$ cat src/rtl/sram_fifo_param.sv
// Parametrised single-clock FIFO over an inferred SRAM array with a registered read port,
// fill level, almost-full/almost-empty thresholds and sticky overflow/underflow flags.
module sram_fifo_param #(
    parameter  int DATA_W    = 8,
    parameter  int DEPTH     = 16,
    parameter  int AFULL_TH  = 14,
    parameter  int AEMPTY_TH = 2,
    localparam int ADDR_W    = $clog2(DEPTH)
) (
    input  logic              clk,
    input  logic              rst_n,
    input  logic              write,
    input  logic [DATA_W-1:0] data_in,
    input  logic              read,
    input  logic              clr_err,
    output logic [DATA_W-1:0] data_out,
    output logic              valid,
    output logic              ready,
    output logic              full,
    output logic              almost_full,
    output logic              almost_empty,
    output logic [ADDR_W:0]   level,
    output logic              overflow,
    output logic              underflow
);

    localparam logic [ADDR_W-1:0] PTR_ONE    = ADDR_W'(1);
    localparam logic [ADDR_W:0]   LVL_ONE    = (ADDR_W + 1)'(1);
    localparam logic [ADDR_W:0]   LVL_FULL   = (ADDR_W + 1)'(DEPTH);
    localparam logic [ADDR_W:0]   LVL_AFULL  = (ADDR_W + 1)'(AFULL_TH);
    localparam logic [ADDR_W:0]   LVL_AEMPTY = (ADDR_W + 1)'(AEMPTY_TH);

    logic [DATA_W-1:0] r_mem [DEPTH];
    logic [ADDR_W-1:0] r_wr_ptr;
    logic [ADDR_W-1:0] r_rd_ptr;
    logic [ADDR_W:0]   r_level;
    logic [DATA_W-1:0] r_data_out;
    logic              r_valid;
    logic              r_overflow;
    logic              r_underflow;

    logic w_wr_en;
    logic w_rd_en;

    // Status flags decode the registered level only, so acceptance never depends on same-cycle requests.
    assign ready        = (r_level != '0);
    assign full         = (r_level == LVL_FULL);
    assign almost_full  = (r_level >= LVL_AFULL);
    assign almost_empty = (r_level <= LVL_AEMPTY);

    assign w_wr_en = write && !full;
    assign w_rd_en = read && ready;

    // NOTE: the storage array has no reset; a word is only ever read after it has been written.
    always_ff @(posedge clk) begin
        if (w_wr_en) begin
            r_mem[r_wr_ptr] <= data_in;
        end
    end

    // NOTE: non-blocking assignments keep every register sampling pre-edge values, so order here is irrelevant.
    always_ff @(posedge clk or negedge rst_n) begin
        if (!rst_n) begin
            r_wr_ptr    <= '0;
            r_rd_ptr    <= '0;
            r_level     <= '0;
            r_data_out  <= '0;
            r_valid     <= 1'b0;
            r_overflow  <= 1'b0;
            r_underflow <= 1'b0;
        end else begin
            if (w_wr_en) begin
                r_wr_ptr <= r_wr_ptr + PTR_ONE;
            end

            r_valid <= w_rd_en;
            if (w_rd_en) begin
                r_data_out <= r_mem[r_rd_ptr];
                r_rd_ptr   <= r_rd_ptr + PTR_ONE;
            end

            unique case ({w_wr_en, w_rd_en})
                2'b10:   r_level <= r_level + LVL_ONE;
                2'b01:   r_level <= r_level - LVL_ONE;
                default: r_level <= r_level;
            endcase

            // A new error event wins over a clear arriving on the same edge.
            if (write && full) begin
                r_overflow <= 1'b1;
            end else if (clr_err) begin
                r_overflow <= 1'b0;
            end

            if (read && !ready) begin
                r_underflow <= 1'b1;
            end else if (clr_err) begin
                r_underflow <= 1'b0;
            end
        end
    end

    assign data_out  = r_data_out;
    assign valid     = r_valid;
    assign level     = r_level;
    assign overflow  = r_overflow;
    assign underflow = r_underflow;

endmodule

$ cat config.mk
export PLATFORM = sky130hd
export DESIGN_NAME = sram_fifo_param
export DESIGN_NICKNAME = d
export VERILOG_FILES = /design/src/rtl/sram_fifo_param.sv
export SDC_FILE = /design/constraint.sdc
export NUM_CORES = 1
export LEC_CHECK = 0
export BUFFER_PORTS_ARGS = -buffer_cell sky130_fd_sc_hd__clkbuf_2
export CORE_ASPECT_RATIO = 0.9
export CORE_MARGIN = 2
export CORE_UTILIZATION = 25
export CTS_CLUSTER_SIZE = 25
export DETAILED_ROUTE_END_ITERATION = 8
export SYNTH_ARGS = -nofsm -noshare
export SYNTH_HDL_FRONTEND = slang
export SYNTH_SLANG_ARGS = --single-unit
$ cat constraint.sdc
create_clock -name clk -period 4.1 [get_ports clk]
set_clock_uncertainty 0.2 [all_clocks]
set_input_delay 0.205 -clock clk [delete_from_list [all_inputs] [get_ports clk]]
set_output_delay 0.205 -clock clk [all_outputs]
set_load 0.03 [all_outputs]
Yosys cells after proc, flatten, opt, wreduce, memory -nomap -nowiden:

Memory sizes are Yosys's and may differ from the RTL's. A register that Yosys moved wholly into a read port is not among the register bits.
Cells that the tools add are included.

* reductions and logical operators: 11
* multiply operators: 0
* shifts and indexed selects: 0
* divide/modulo/power cells: 0
* eq/ne operators: 3
* $add $sub $neg: 4
* magnitude comparators: 2
* muxes and demuxes: 6
* bitwise operators: 0

Operators with widths (number)
* one-hot mux 5 bit (2 select lines): 1
* adder 4 x 1 -> 4 bit, second input constant: 2
* nonzero test 2 bit: 3
* adder 5 x 1 -> 5 bit, second input constant: 1
* == test 5 bit, second input constant: 1
* greater-or-equal comparator 5 x 4 -> 1 bit, second input constant: 1
* <= comparator 5 x 2 -> 1 bit, second input constant: 1
* two-way mux 1 bit: 5
* nonzero test 5 bit: 1
* subtractor 5 x 1 -> 5 bit, second input constant: 1
* logical AND 1 bit: 4
* logical NOT 1 bit: 3
* == test 2 x 1 -> 1 bit, second input constant: 1
* == test 2 bit, second input constant: 1

* RAM bits: 128
* bits of input ports: 13
* ROM bits: 0
* word-level logic and storage cells: 33
* memories: 1
* output and inout port bits: 20
* flip-flop bits (word level): 16
* latch bits: 0

Memories
* r_mem: words 16, bits a word 8, read ports 1, clocked after Yosys merged registers in 1, write ports 1, line 33 `logic [DATA_W-1:0] r_mem [DEPTH];`

Depth between registers and ports, before layout:

Gate-level depths: netlist of the first run.

* depth in word-level cells: 5
* gate-level depth with buffers: 12
* mapped depth without buffers: 10

Worst setup path after synthesis of the first run:

No wires, ideal clock.

* path kind: register to register
* start point: reg r_level[1], in the netlist level[1]
* end point: reg r_level[4], in the netlist level[4]
* buffers on the path: 2
* library setup time: 0.129 ns
* cell stages (with the launch flop): 13
* data required time: 3.771 ns
* period minus slack after synthesis: 3.116 ns
* setup slack: 0.984 ns
* arrival: 2.786 ns
* cells stage by stage: dfrtp_1 > buf_6 > or4_4 > o21ai_4 > inv_4 > ha_1 > clkbuf_1 > xor2_1 > ha_1 > o211a_1 > o31ai_1 > a31oi_1 > xor2_1

* elaborated cells between the ends (all ways): 11
* those cells by class: 2 x add/sub; 3 x eq/ne; 1 x mux; 5 x reduce/logical

RTL lines
* start, declared: line 36 `logic [ADDR_W:0] r_level;`
* start signal, assigned: line 83 `2'b10: r_level <= r_level + LVL_ONE;`
* start signal, assigned: line 84 `2'b01: r_level <= r_level - LVL_ONE;`
* start signal, assigned: line 85 `default: r_level <= r_level;`
* nonzero test 5 bit (*): line 46 `assign ready = (r_level != '0);`
* logical AND 1 bit (*): line 52 `assign w_rd_en = read && ready;`
* via w_rd_en: line 43 `logic w_rd_en;`
* == test 2 x 1 -> 1 bit / == test 2 bit (equally long branches): line 82 `unique case ({w_wr_en, w_rd_en})`
* one-hot mux 5 bit (2 select lines) / nonzero test 2 bit (equally long branches)

The timed path passes the listed nets; every way through them passes the cells marked *.
A chain may end at the register's enable or synchronous reset.

Worst setup path after layout of the first run:

Ends and elaborated chain as after synthesis.

==> out/qor.csv, run 1 <==
metric,value,unit
synth-simple-area-share,0.0408,
initial_utilization,0.256,
grt_pass1_wl,19300,um
cts_max_level,4,
synth.distinct_cells,46,
ys_ff_latch,152,
drc,0,
clockBufferDepth,2,
grt_pass1_vias,3282,
worstSetupPathType,register to register,
relSlewSlack,0.270,
seq_area,4450,um^2
die_h,154,um
fmax,297,MHz
met2_usage,0.156,
setup_viol,0,
synth.area.mux_share,0.144,
portBuffers,32,
slowest_stage,or4_4,
clk_latency,0.42,ns
hold_viol_final,0,
status,completed,
power.leakage,0.00250,uW
dp_slack,0.800,ns
pin_count,33,
drt_pass1_iterations,5,
worstMarginPinSlew,1.09,ns
cts-root-buf,clkbuf_16,
grtUsageMet1,0.136,
crit_required,4.19,ns
dp_hpwl,7900,um
final_common_cell,edfxtp_1,
syn_nets,347,
fin_ws,0.738,ns
worstHoldPathType,primary input to register,
start_kind,register,
syn_avg_cell_area,19.1,um^2
power,5020,uW
synth_xor_area_frac,0.0141,
synthAdderAreaFrac,0.0181,
postLayoutCoreUtil,0.299,
core_area,24300,um^2
end_kind,register,
grt_use_total,0.100,
mostFrequentLayoutCells,"edfxtp_1 (128), clkbuf_2 (32), mux4_2 (31)",
rsz0062_at_grt,false,
antenna_found_initial,0,
cts_buffers,17,
vias,3079,
drt_iter0_markers,303,
fin_tns_setup,0,ns
syn_inst,325,
wl_per_cell,17.8,um
layout-drive-gt1-share,0.309,
arrival,3.45,ns
cts.sinks,152,
drt-total-wl,12300,um
slowest_delay,0.59,ns
num_rows,54,
grt_overflow,0,
fp.dieArea,26200,um^2
path_cells,or4_4 -> o21ai_4 -> inv_4 -> ha_1 -> xor2_1 -> ha_1 -> o211a_1 -> o31ai_1 -> a31oi_1 -> xor2_1,
postSynth.asyncResetShare,0.158,
vdd_drop_max,0.342,mV
gp_congestion,0.729,
ant_nets,0,
maxCapViolations,0,
multi_input_area,1610,um^2
synth_top_family_by_area,multiplexers,
die_w,170,um
ys.flop_type,edfxtp_1,
vias_per_cell,4.46,
maxSlewViolCount,0,
finalCritPeriodShare,0.820,
tritoncts,built,
nets,391,
final.fill_count,2387,
power-per-cell-area,690,nW/um^2
grt_max_degree,28,
cp_max_fo,11,
grt-busiest-layer,met2,
synth_compound_area_frac,0.0416,
period_minus_slack,3.36,ns
yosysSeqAreaShare,0.714,
netlist_area,6220,um^2
post_cts_buffers,0,
clk_pin_slew_worst_paths,0.07,ns
synth-edff-count,128,
grtUsageMet3,0.0291,
ys_warn_count,0,
diodes,0,
area_growth,17.0,%
==> cell type report <==
| cell class | count | share of cell area |
|---|---|---|
| flip-flops and latches | 152 | 0.611 |
| clock buffers | 17 | 0.0585 |
| clock inverters | 15 | 0.0165 |
| inverters | 7 | 0.00395 |
| well taps | 308 | 0.0530 |
| multi-input cells | 147 | 0.221 |
| repair buffers | 44 | 0.0361 |
==> per-stage QoR <==
stage	hold WS [ns]	instances	instance area [um^2]
global route	0.0274	690	7280
detailed placement	0.0665	653	6680
finish	0.0154	690	7280
floorplan	-0.291	325	6220
CTS	0.0198	690	7280
global placement	0.0393	653	6680
==> path summary, 6_finish.rpt <==
check	start	endpoint	slack (ns)	depth (start not counted)
setup / recovery	level[1]	level[4]	0.74	10
hold / removal	data_in[7]	r_mem[11][7]	0.02	1
setup reg to reg	level[1]	level[4]	0.74	10
hold reg to reg	data_out[1]	data_out[1]	0.33	2
max in group asynchronous	rst_n	r_rd_ptr[2]	3.10	2
min in group asynchronous	rst_n	level[3]	0.15	2
==> per-layer routing <==
metal,vias up,share of wire
met5,-,0
met2,77,0.48
met3,8,0.066
li1,1379,-
met1,1615,0.45
met4,0,0.0066
==> registers in the layout (all words and copies together), names as in the netlist <==
name	count
valid	1
level	5
data_out	8
overflow	1
r_rd_ptr	4
r_wr_ptr	4
underflow	1
r_mem	128
==> worst max-delay path: cells and delay by family (launching register included) <==
family                     cells  cell delay, ns
and+or+nand+nor                1            0.59
adders and majority gates      2            0.54
xor gates and xnor gates       2            0.34
AOI/OAI and AO/OA              4            0.93
buffers and inverters          1            0.12
DFF                            1            0.50
==> logic make-up after synthesis <==
kind of cell / Yosys count
buffers and inverters: 26
AND/OR/NAND/NOR: 53
flip-flops: 152
multiplexers: 49
XOR/XNOR: 10
adder cells (fa/ha/maj): 9
AO/OA/AOI/OAI: 26
==> what timing repair did <==
| action | 4_1_cts | 5_1_grt |
|---|---|---|
| resized for setup | 0 | 0 |
| endpoints found under the setup margin | 0 | 0 |
| endpoints found under the hold margin | 26 | 0 |
| hold buffers | 5 | 0 |
==> power breakdown <==
| part | internal [uW] | switching, uW | total, uW |
|---|---|---|---|
| clock network | 786 | 645 | 1430 |
| registers | 1910 | 332 | 2250 |
| logic | 635 | 711 | 1350 |
==> Yosys cell counts (3+ instances only) <==
cell | number | area [um^2]
a21oi_1 | 3 | 15.0
buf_2 | 6 | 30.0
clkbuf_1 | 5 | 18.8
dfrtp_1 | 24 | 601
edfxtp_1 | 128 | 3840
ha_1 | 9 | 113
inv_1 | 6 | 22.5
mux2i_1 | 16 | 160
mux4_2 | 31 | 698
nand2_1 | 20 | 75.1
nand2b_1 | 4 | 25.0
nor2_1 | 15 | 56.3
nor3_1 | 4 | 20.0
o21ai_0 | 4 | 20.0
o221ai_2 | 8 | 120
xnor2_1 | 6 | 52.6
xor2_1 | 4 | 35.0
Note: power is estimated with default switching activity, not from simulation.
==> run 2, diff against run 1 <==
==> constraint.sdc (replaced) <==
create_clock -name clk -period 2.7 [get_ports clk]
set_clock_uncertainty 0.2 [all_clocks]
set_input_delay 0.135 -clock clk [delete_from_list [all_inputs] [get_ports clk]]
set_output_delay 0.135 -clock clk [all_outputs]
set_load 0.03 [all_outputs]
==> out/qor.csv, run 2 (synthesis gave the netlist of run 1 again) <==
metric,value,unit,change
final_common_cell,edfxtp_1,,
worstHoldPathType,primary input to register,,
period_minus_slack,2.64,ns,-0.718 ns
finalCritPeriodShare,0.979,,+0.159
top_layer,met4,,
relSlewSlack,0.393,,+0.122
hold_viol_final,3,,+3
status,"complete, but fails checks",,
path_cells,or4_4 -> o21ai_4 -> inv_4 -> ha_4 -> xor2_1 -> ha_2 -> o211a_1 -> o31ai_1 -> a31oi_1 -> xor2_1,,
fmax,378,MHz,+27%
grt_use_total,0.0999,,-0.000438
grt_pass1_wl,19200,um,-0.50%
nets,411,,+5.1%
grt_overflow,0,,unchanged
cts.sinks,152,,unchanged
clockBufferDepth,2,,unchanged
grt_pass1_vias,3324,,+1.3%
crit_buf_inv,1,,unchanged
grt_max_degree,35,,+25%
cts-root-buf,clkbuf_16,,
clk_pin_slew_worst_paths,0.07,ns,about the same
gp_congestion,0.767,,+5.1%
mostFrequentLayoutCells,"edfxtp_1 (128), clkbuf_2 (32), mux4_2 (31)",,
dp_hpwl,7990,um,+1.1%
fp.dieArea,26200,um^2,unchanged
drc,0,,unchanged
reg2reg_depth,10,,unchanged
initial_utilization,0.256,,unchanged
start_kind,register,,
regToRegStartpoint,level[2],,
die_w,170,um,unchanged
clk_latency,0.42,ns,about the same
finalNonFillerCells,710,,+2.9%
portBuffers,32,,unchanged
largest_reg_flops,128,,unchanged
maxSlewViolCount,0,,unchanged
worstReg2RegEnd,level[4],,
vdd_drop_max,0.400,mV,+17%
core_area,24300,um^2,unchanged
setup_viol,0,,unchanged
hp-start,data_in[4],,
drt-total-wl,12300,um,+0.50%
ant_nets,0,,unchanged
vias_per_cell,4.41,,-1.1%
r2r_setup_slack,0.06,ns,-0.68 ns
hold_ws,-0.00273,ns,-0.0181 ns
crit_top_cell,xor2_1,,
drt_pass1_iterations,5,,unchanged
startpoint,level[2],,
worstMarginPinSlew,0.908,ns,-0.187 ns
diodes,0,,unchanged
top_register,r_mem,,
vias,3133,,+1.8%
power.leakage,0.00261,uW,+4.5%
fin_tns_setup,0,ns,unchanged
cts_max_level,4,,unchanged
crit_required,2.79,ns,-1.40 ns
rsz0062_at_grt,true,,
antenna_found_initial,0,,unchanged
min_to,r_mem[10][4],,
postLayoutCoreUtil,0.310,,+0.0111
wl_per_cell,17.4,um,-2.3%
dr_wl_met3,562,um,-31%
worstSetupPathType,register to register,,
slowest_stage,or4_4,,
drt_iter0_markers,240,,-21%
cp_max_fo,6,,-5
violations,negative hold slack,,
end_kind,register,,
cts_buffers,17,,unchanged
area_growth,21.3,%,
maxCapViolations,0,,unchanged
layout-drive-gt1-share,0.343,,+0.0344
numPlacedInstances,665,,+1.8%
die_h,154,um,unchanged
power-per-cell-area,1050,nW/um^2,+52%
slowest_delay,0.55,ns,-0.04 ns
pin_count,33,,unchanged
num_rows,54,,unchanged
dr_wl_met2,6030,um,+2.4%
path_delay_family,compound AO/OA/AOI/OAI gates,,
arrival,2.74,ns,-0.71 ns
tritoncts,built,,
power,7940,uW,+58%
post_cts_buffers,0,,unchanged
hold_path_depth,1,,unchanged
wl_met1,5620,um,+2.2%
run 2: power breakdown:
part           internal, uW  switching (uW)  total (uW)
Sequential             2920             238        3160
Clock                  1310            1030        2340
Combinational          1080            1370        2450
Total                  5310            2640        7940
run 2: how the worst max path moves through the flow:
stage,cells past startpoint,slack [ns],end
finish,10,0.06,level[4]
global route,7,-0.1,r_mem[15][4]
CTS,10,0.006,level[4]
detailed placement,9,0.0008,level[3]
global placement,10,0.03,level[4]
floorplan,12,-0.17,level[4]
run 2: layout make-up:
class                      instances  area [um^2]
inverter                           7         28.8
multi-input combinational        147         1630
clock inverter                    14          161
tap                              308          385
timing repair buffer              64          458
clock buffer                      18          429
sequential                       152         4450
fill                            2352        16800
run 2: repair_timing:
item | CTS | global route
endpoints found under the hold margin | 139 | 0
gates resized for setup | 0 | 3
setup endpoints to repair | 1 | 26
hold buffers | 13 | 0
pin swaps | 1 | 1
run 2: per-layer routing:
metal  track usage  up-vias
met1         0.131     1634
met2         0.156       70
met3        0.0319        6
met4        0.0346        0
li1              -     1423
met5             0        -
run 2: through the flow:
stage | area (um^2) | setup slack [ns] | hold WS (ns)
after floorplan | 6250 | -0.168 | -0.361
after global placement | 6820 | 0.0335 | -0.00541
after detailed placement | 6820 | 0.000777 | 0.0136
after CTS | 7540 | 0.00616 | 0.00386
after global routing | 7550 | -0.0997 | 0.00659
final | 7550 | 0.0561 | -0.00273
==> run 3, diff against run 2 <==
--- a/config.mk
+++ b/config.mk
@@ -9,6 +9,7 @@
 export CORE_ASPECT_RATIO = 0.9
 export CORE_MARGIN = 2
 export CORE_UTILIZATION = 25
+export CTS_BUF_LIST = sky130_fd_sc_hd__clkbuf_8
 export CTS_CLUSTER_SIZE = 25
 export DETAILED_ROUTE_END_ITERATION = 8
 export SYNTH_ARGS = -nofsm -noshare
==> out/qor.csv, run 3 (synthesis gave the netlist of run 1 again) <==
metric,value,unit,change
initial_utilization,0.256,,unchanged
top_layer,met4,,
wl_met1,5570,um,-0.96%
post_cts_buffers,0,,unchanged
rsz0062_at_grt,true,,
grt_use_total,0.0989,,-0.000988
drc,0,,unchanged
crit_required,2.81,ns,+0.02 ns
vias,3132,,-0.032%
final.fill_count,2380,,+1.2%
worstReg2RegEnd,level[4],,
reg2reg_depth,10,,unchanged
die_w,170,um,unchanged
clk_latency,0.44,ns,+0.02 ns
diodes,0,,unchanged
finalCritPeriodShare,0.981,,+0.00196
cp_num_cells,10,,unchanged
cts_max_level,4,,unchanged
dr_wl_met2,6030,um,about the same
vias_per_cell,4.41,,-0.17%
fp.dieArea,26200,um^2,unchanged
period_minus_slack,2.65,ns,+0.00529 ns
ant_nets,0,,unchanged
hold_viol_final,0,,-3
nets,412,,+0.24%
arrival,2.76,ns,+0.02 ns
slowest_stage,or4_4,,
startpoint,level[2],,
core_area,24300,um^2,unchanged
layout-drive-gt1-share,0.350,,+0.00659
r2r_setup_slack,0.05,ns,about the same
portBuffers,32,,unchanged
vdd_drop_max,0.327,mV,-18%
grt_max_degree,35,,unchanged
cts_buffers,17,,unchanged
path_cells,or4_4 -> o21ai_4 -> inv_4 -> ha_4 -> xor2_1 -> ha_2 -> o211a_1 -> o31ai_1 -> a31oi_1 -> xor2_1,,
largest_reg_flops,128,,unchanged
tritoncts,built,,
clockBufferDepth,2,,unchanged
drt_pass1_iterations,4,,-1
cts-root-buf,clkbuf_8,,
area_growth,18.5,%,
path_delay_family,compound AO/OA/AOI/OAI gates,,
setup_viol,0,,unchanged
gp_congestion,0.767,,unchanged
slowest_delay,0.55,ns,about the same
worstMarginPinSlew,0.936,ns,+0.0283 ns
grt_pass1_vias,3320,,-0.12%
power.leakage,0.00253,uW,-3.0%
worstHoldPathType,primary input to async pin,,
relSlewSlack,0.374,,-0.0189
regToRegStartpoint,level[2],,
crit_buf_inv,1,,unchanged
num_rows,54,,unchanged
status,completed,,
mostFrequentLayoutCells,"edfxtp_1 (128), clkbuf_2 (32), mux4_2 (31)",,
grt_pass1_wl,19100,um,-0.43%
maxSlewViolCount,0,,unchanged
pin_count,33,,unchanged
grt_overflow,0,,unchanged
dp_hpwl,7990,um,unchanged
worstSetupPathType,register to register,,
wl_per_cell,17.3,um,-0.27%
fin_tns_setup,0,ns,unchanged
maxCapViolations,0,,unchanged
die_h,154,um,unchanged
drt_iter0_markers,217,,-9.6%
dr_wl_met3,571,um,+1.6%
cp_max_fo,6,,unchanged
final_common_cell,edfxtp_1,,
critical_path.endpoint,level[4],,
top_register,r_mem,,
fmax,377,MHz,-0.20%
power-per-cell-area,992,nW/um^2,-5.7%
cts.sinks,152,,unchanged
crit_top_cell,xor2_1,,
clk_pin_slew_worst_paths,0.09,ns,+0.02 ns
drt-total-wl,12300,um,-0.13%
end_kind,register,,
antenna_found_initial,0,,unchanged
start_kind,register,,
postLayoutCoreUtil,0.303,,-0.00715
==> run 3: worst min-delay path by stage <==
stage,startpoint,to,slack (ns),cells past startpoint
3_5_place_dp,rst_n,level[4],0.01,1
6_report,rst_n,level[1],0.06,2
5_1_grt,rst_n,level[3],0.10,2
3_3_place_gp,rst_n,level[4],-0.005,1
2_1_floorplan,rst_n,data_out[0],-0.36,0
4_1_cts,rst_n,underflow,0.06,2
==> run 3: cell type report <==
type	instances	area, um^2	area share
clock buffer	17	234	0.0317
clock inverter	15	165	0.0224
inverter	7	28.8	0.00390
multi-input combinational	147	1640	0.223
sequential	152	4450	0.604
tap	308	385	0.0523
timing repair buffer	65	468	0.0635
==> run 3: per-layer routing <==
| metal | global-route usage | vias up |
|---|---|---|
| met4 | 0.0317 | 0 |
| met2 | 0.157 | 71 |
| met1 | 0.131 | 1635 |
| met5 | 0 | - |
| li1 | - | 1418 |
| met3 | 0.0273 | 8 |
==> run 3: repair_timing <==
item                       CTS  global route
resized for setup            0             6
hold endpoints to repair   155             0
hold buffers                14             0
setup endpoints to repair    1            24
pin swaps                    1             1
==> run 3: stage by stage <==
step           instances  hold slack (ns)  cell area [um^2]  power, uW  setup slack (ns)
2_1_floorplan        325           -0.361              6250       4980            -0.168
3_3_place_gp         665         -0.00541              6820       5610            0.0335
3_5_place_dp         665           0.0136              6820       5670          0.000777
4_1_cts              711           0.0601              7360       7410           0.00371
5_1_grt              711            0.103              7370       7730           -0.0503
6_report             711           0.0620              7370       7310            0.0508
==> run 3: worst register-to-register path, stage by stage, from the launching register on <==
cell and delay, ns:
dfrtp_2 0.41, or4_4 0.55, o21ai_4 0.18, inv_4 0.06, ha_4 0.18, xor2_1 0.14
ha_2 0.18, o211a_1 0.20, o31ai_1 0.22, a31oi_1 0.08, xor2_1 0.14
==> run 3: power by group <==
part / switching (uW) / internal, uW / total [uW] / leakage, uW
registers: 240 / 2910 / 3150 / 0.00144
logic: 1370 / 1080 / 2450 / 0.000891
clock network: 941 / 767 / 1710 / 0.000198
total: 2560 / 4760 / 7310 / 0.00253
